`src/rtl/stream_pkg.sv`:
```
// Shared definitions for the stochastic stream epoch controller and its constant generators.
// Generators derive their stream position from the controller's shared index.
package stream_pkg;

  localparam int STREAM_LEN = 1024;

  typedef enum logic [2:0] {
    IDLE,
    CLEAR,
    WARM,
    RUN,
    DONE
  } epoch_state_t;

  // A generator's stream position is the shared index plus its own offset, modulo the epoch length.
  function automatic int unsigned gen_index(input int unsigned idxIn, input int unsigned offset,
                                            input int unsigned len);
    return (idxIn + offset) % len;
  endfunction

endpackage

```
`src/rtl/stream_counter.sv`:
```
// Ones accumulator for the result bitstream.
// Clear has priority over enable.
module stream_counter #(
  parameter int CW = 11
) (
  input  logic          clk,
  input  logic          n_rst,
  input  logic          i_clr,
  input  logic          i_en,
  input  logic          i_bit,
  output logic [CW-1:0] o_count
);

  logic [CW-1:0] r_count;

  always_ff @(posedge clk or negedge n_rst) begin
    if (!n_rst) begin
      r_count <= '0;
    end else if (i_clr) begin
      r_count <= '0;
    end else if (i_en) begin
      r_count <= r_count + CW'(i_bit);
    end
  end

  assign o_count = r_count;

endmodule

```
`src/rtl/stream_epoch_ctrl.sv`:
```
// Epoch sequencer for a stochastic bitstream network.
// Flow: clear generators, discard warm-up cycles, count ones for LEN cycles, then hold the result.
module stream_epoch_ctrl
  import stream_pkg::*;
#(
  parameter int LEN = STREAM_LEN,
  parameter int WARMUP = 4,
  localparam int IW = $clog2(LEN),
  localparam int CW = IW + 1
) (
  input  logic          clk,
  input  logic          n_rst,
  input  logic          start,
  input  logic          abort,
  input  logic          y_in,
  output logic          gen_clr,
  output logic          gen_en,
  output logic [IW-1:0] idx,
  output logic          busy,
  output logic          res_valid,
  input  logic          res_ready,
  output logic [CW-1:0] res_count
);

  localparam int MAXP = (LEN > WARMUP) ? LEN : WARMUP;
  localparam int PW = $clog2(MAXP + 1);
  localparam logic [PW-1:0] WARM_LAST = PW'((WARMUP > 0) ? WARMUP - 1 : 0);
  localparam logic [PW-1:0] RUN_LAST = PW'(LEN - 1);

  epoch_state_t  r_state;
  epoch_state_t  w_next;
  logic [PW-1:0] r_phase;
  logic [IW-1:0] r_idx;
  logic          w_active;
  logic          w_clr;
  logic [CW-1:0] w_count;

  assign w_active = (r_state == CLEAR) || (r_state == WARM) || (r_state == RUN);

  always_ff @(posedge clk or negedge n_rst) begin
    if (!n_rst) begin
      r_state <= IDLE;
    end else begin
      r_state <= w_next;
    end
  end

  always_comb begin
    w_next = r_state;
    case (r_state)
      IDLE: begin
        if (start && !abort) w_next = CLEAR;
      end
      CLEAR: begin
        if (abort) w_next = IDLE;
        else if (WARMUP == 0) w_next = RUN;
        else w_next = WARM;
      end
      WARM: begin
        if (abort) w_next = IDLE;
        else if (r_phase == WARM_LAST) w_next = RUN;
      end
      RUN: begin
        if (abort) w_next = IDLE;
        else if (r_phase == RUN_LAST) w_next = DONE;
      end
      DONE: begin
        if (res_ready) w_next = IDLE;
      end
      default: w_next = IDLE;
    endcase
  end

  // Cycles spent in the current WARM or RUN phase; restarts on every state change.
  always_ff @(posedge clk or negedge n_rst) begin
    if (!n_rst) begin
      r_phase <= '0;
    end else if (w_next != r_state) begin
      r_phase <= '0;
    end else if ((r_state == WARM) || (r_state == RUN)) begin
      r_phase <= r_phase + 1'b1;
    end else begin
      r_phase <= '0;
    end
  end

  always_ff @(posedge clk or negedge n_rst) begin
    if (!n_rst) begin
      r_idx <= '0;
    end else if (r_state == CLEAR) begin
      r_idx <= '0;
    end else if (gen_en) begin
      r_idx <= r_idx + 1'b1;
    end
  end

  assign w_clr = (r_state == CLEAR) || (abort && w_active) || ((r_state == DONE) && res_ready);

  stream_counter #(
    .CW(CW)
  ) u_counter (
    .clk    (clk),
    .n_rst  (n_rst),
    .i_clr  (w_clr),
    .i_en   (r_state == RUN),
    .i_bit  (y_in),
    .o_count(w_count)
  );

  assign gen_clr   = (r_state == CLEAR);
  assign gen_en    = (r_state == WARM) || (r_state == RUN);
  assign busy      = (r_state != IDLE);
  assign res_valid = (r_state == DONE);
  assign res_count = res_valid ? w_count : '0;
  assign idx       = r_idx;

endmodule

```
`config.mk`:
```
export PLATFORM = sky130hd
export DESIGN_NAME = stream_epoch_ctrl
export DESIGN_NICKNAME = d
export VERILOG_FILES = /design/src/rtl/stream_pkg.sv /design/src/rtl/stream_counter.sv /design/src/rtl/stream_epoch_ctrl.sv
export SDC_FILE = /design/constraint.sdc
export NUM_CORES = 1
export LEC_CHECK = 0
export CAP_MARGIN = 20
export CORE_AREA = 2 2 94 96
export CTS_CLUSTER_DIAMETER = 150
export DETAILED_ROUTE_END_ITERATION = 8
export DIE_AREA = 0 0 96 98
export PLACE_DENSITY = 0.54
export SYNTH_ARGS = -nofsm -noshare
export SYNTH_HDL_FRONTEND = slang
export SYNTH_HIERARCHICAL = 1
export SYNTH_SLANG_ARGS = --single-unit
```
`constraint.sdc`:
```
create_clock -name clk -period 2.7 [get_ports clk]
set_clock_uncertainty 0.05 [all_clocks]
set_input_delay 0.27 -clock clk [delete_from_list [all_inputs] [get_ports clk]]
set_output_delay 0.27 -clock clk [all_outputs]
set_load 0.02 [all_outputs]
```
==> metrics.md <==
| Metric | Value |
|---|---|
| Setup_tns | `0 ns` |
| Via count | `1565` |
| Clock Root Buffer | `clkbuf_8` |
| Ant diodes | `0` |
| Setup WS post-layout | `0.3609 ns` |
| Crit path time final | `2.339 ns` |
| CTS Buf Count | `5` |
| Number of unique standard cell types used by synthesis | `48` |
| Placed cell area | `0.002430 mm2` |
| Final WL | `4.350 mm` |
| Number of cells upsized or downsized after cts | `0` |
| Period utilization | `0.8663` |
| Switching pwr | `0.3281 mW` |
| Sequential power share | `0.432` |
| Area grow syn2layout | `26.45%` |
| Power per Cell Area | `511.3 mW/mm2` |
| Max cap viols | `0` |
| Pleak | `1.083 nW` |
| Number of global-route vias before repair | `1562` |
| Tot GR Track Use | `0.09894` |
| Gr ovfl total | `0` |
| Clk_lat worst skew | `0.29 ns` |
| Global-route wire length before repair | `7.410 mm` |
| Number of synthesized flops with an enable pin | `0` |
| Kind of critical path | `register to output port` |
| FF+latch count, synth | `35` |
| Startpoint class of the critical path | `register` |
| Post-CTS setup buffers | `0` |
| Die area | `0.009408 mm2` |
| Port Buffers | `30` |
| Synth top area share | `0.4316` |
| M1 GR Usage | `0.1344` |
| Antenna-violating nets left | `0` |
| Placer Congestion | `0.7457` |
| Leading area contributor after synthesis | `dfrtp_1` |
| Worst Path Arrival | `2.02 ns` |
| Via density | `4.563` |
| Rel. slew slack | `0.6405` |
| DR pass1 iterations | `4` |
| Net Sw Frac | `0.2501` |
| Cts hold-fix bufs | `0` |
| Crit Path Max Fanout | `13` |
| Fraction of synthesized area in multiplexers | `0.02096` |
| Pre-CTS WS | `0.4783 ns` |
| Most common cell in the netlist | `dfrtp_1` |
| Reg-to-reg slack, setup | `0.55 ns` |
| Max rail drop VDD | `0.0003530 V` |
| Initial antenna violation count | `0` |
| Comb pwr share | `0.134` |
| Design Area, Final | `0.002566 mm2` |
| F_max | `427.5 MHz` |
| Syn avg cell area | `10.05 um2` |
| Initial core utilization | `0.2397` |
| Status | `finished clean` |
| Synthesized net count | `212` |
| DR DRC count | `0` |
| Critical path endpoint category | `output port` |
| Worst-Margin Slew | `0.5393 ns` |
| Final-stage net count | `244` |
| Compound-Gate Fraction of Synth Area | `0.08878` |
| RSZ-0062 raised after global routing | `no` |
| Drt wl/cell | `12.68 um` |
| Grt met2 use | `0.1538` |
| Adder-cell share of the synthesized area | `0.02466` |
| Die X | `96 um` |
| Fin. max-slew vios | `0` |
| Std cell rows | `34` |
| # clock sinks | `35` |
| Reg-to-reg startpoint | `r_state[1]$_DFF_PN0_` |
| Worst reg-to-reg path cell count | `5` |
| Synth area leaders | `dfrtp_1, xor2_1, nor3_2` |
| Share of layout cells above drive strength 1 | `0.1532` |
| XOR/XNOR Fraction of Synth Area | `0.07768` |
| Ports | `31` |
| Die Y | `98 um` |
| Pint | `0.9840 mW` |
| Fillers | `886` |
| Reg-to-Reg End | `u_counter/o_count[9]$_DFFE_PN0P_` |
| Most Used Layer, Global Route | `met2` |
| Met3 GRT Util | `0.02546` |
| Hold Crit Class | `primary input to async pin` |
| CTS tree | `done` |
| Seq/Total Area, Yosys | `0.4316` |
| DP HPWL | `3.166 mm` |
| Crit path required time | `2.38 ns` |
| Synth Instances | `202` |
| Post-Synth Simple-Gate Area | `0.3132` |
| Htree depth | `2` |
| Pin count of the biggest net entering global routing | `36` |
| Core Box Area | `0.008466 mm2` |
| Worst-path clk slew | `0.08 ns` |
| YS warnings | `6` |
| Largest family of logic cells by synthesized area | `simple AND/OR/NAND/NOR gates` |
| Post-synth top cells | `dfrtp_1, nor2_1, nand2_1` |
| Synth Cell Area | `0.002029 mm2` |
| 1st-iter DRT viols | `141` |
| Clock power share | `0.434` |
| Async S/R FF share, synth | `1.000` |
| Synth Flop Type | `dfrtp_1` |
| Final Setup Violations | `0` |
| Clock Tree Buf Depth | `2` |
| Hold Fails Final Rpt | `0` |
==> metrics by stage <==
| stage | utilization | instances | total power, mW | hold WS [ns] |
|---|---|---|---|---|
| after floorplan | - | 202 | 0.6820 | -0.07559 |
| after CTS | 0.3031 | 343 | 1.335 | 0.3516 |
| final | 0.3031 | 343 | 1.312 | 0.3448 |
| after global routing | 0.3031 | 343 | 1.375 | 0.3879 |
| after global placement | 0.2870 | 335 | 0.7557 | 0.4202 |
| after detailed placement | 0.2870 | 335 | 0.7564 | 0.4237 |
==> layout by cell type, fill, tap and decap left out, drive strengths merged, types with 3 or more instances in the layout <==
cell type	n
clkdlybuf4s50	30
clkbuf	5
a21oi	6
nand2	16
o31ai	6
o21ai	4
nand2b	3
and3	13
buf	5
xor2	11
nor2	21
inv	4
ha	4
nand4	7
or4	5
or3	4
nor3	13
xnor2	7
nand3	7
dfrtp	35
==> worst max-delay path, stage by stage, from the launching register on <==
cell and delay, ns:
dfrtp_1 0.52, nor2_1 0.21, buf_4 0.21, and3_1 0.18
clkdlybuf4s50_1 0.61
==> sequential cells by signal (all words and copies together) (netlist names) <==
name / count
u_counter/o_count: 11
r_state: 3
idx: 10
r_phase: 11
==> metal layers <==
layer | vias up | routed length, um
li1 | 786 | -
met1 | 735 | 2071
met2 | 39 | 2016
met3 | 5 | 220
met4 | 0 | 42
met5 | - | 0
==> power by group through the flow <==
| stage | logic, mW | registers, mW | clock network [mW] |
|---|---|---|---|
| 3_5_place_dp | 0.179 | 0.578 | 0 |
| 5_1_grt | 0.195 | 0.571 | 0.609 |
| 4_1_cts | 0.179 | 0.567 | 0.589 |
| 2_1_floorplan | 0.0991 | 0.583 | 0 |
| 3_3_place_gp | 0.178 | 0.578 | 0 |
| 6_report | 0.176 | 0.567 | 0.569 |
==> layout make-up <==
| cell class | instances | area [um2] | area share |
|---|---|---|---|
| Sequential cell | 35 | 875.8 | 0.3413 |
| Tap cell | 108 | 135.1 | 0.05266 |
| Multi-Input combinational cell | 153 | 1066 | 0.4154 |
| Inverter | 4 | 15.01 | 0.005851 |
| Clock buffer | 5 | 68.82 | 0.02682 |
| Clock inverter | 3 | 67.56 | 0.02633 |
| Timing Repair Buffer | 35 | 337.8 | 0.1316 |
==> worst max-delay path by stage <==
stage                     slack, ns                                 to            startpoint  cells past startpoint
after floorplan                0.75   u_counter/o_count[7]$_DFFE_PN0P_  r_state[2]$_DFF_PN0_                      7
after global placement         0.53  u_counter/o_count[10]$_DFFE_PN0P_                 abort                      6
after detailed placement       0.48  u_counter/o_count[10]$_DFFE_PN0P_                 abort                      6
after CTS                      0.33                       res_count[8]  r_state[0]$_DFF_PN0_                      4
after global routing           0.21                       res_count[8]  r_state[0]$_DFF_PN0_                      4
final                          0.36                       res_count[8]  r_state[0]$_DFF_PN0_                      4
==> cells by family after synthesis <==
| group | Yosys count |
|---|---|
| AND/OR/NAND/NOR | 102 |
| adder cells (fa/ha/maj) | 4 |
| multiplexers | 4 |
| buffers and inverters | 14 |
| AO/OA/AOI/OAI | 25 |
| flip-flops | 35 |
| XOR/XNOR | 18 |
(Power assumes the default switching activity.)
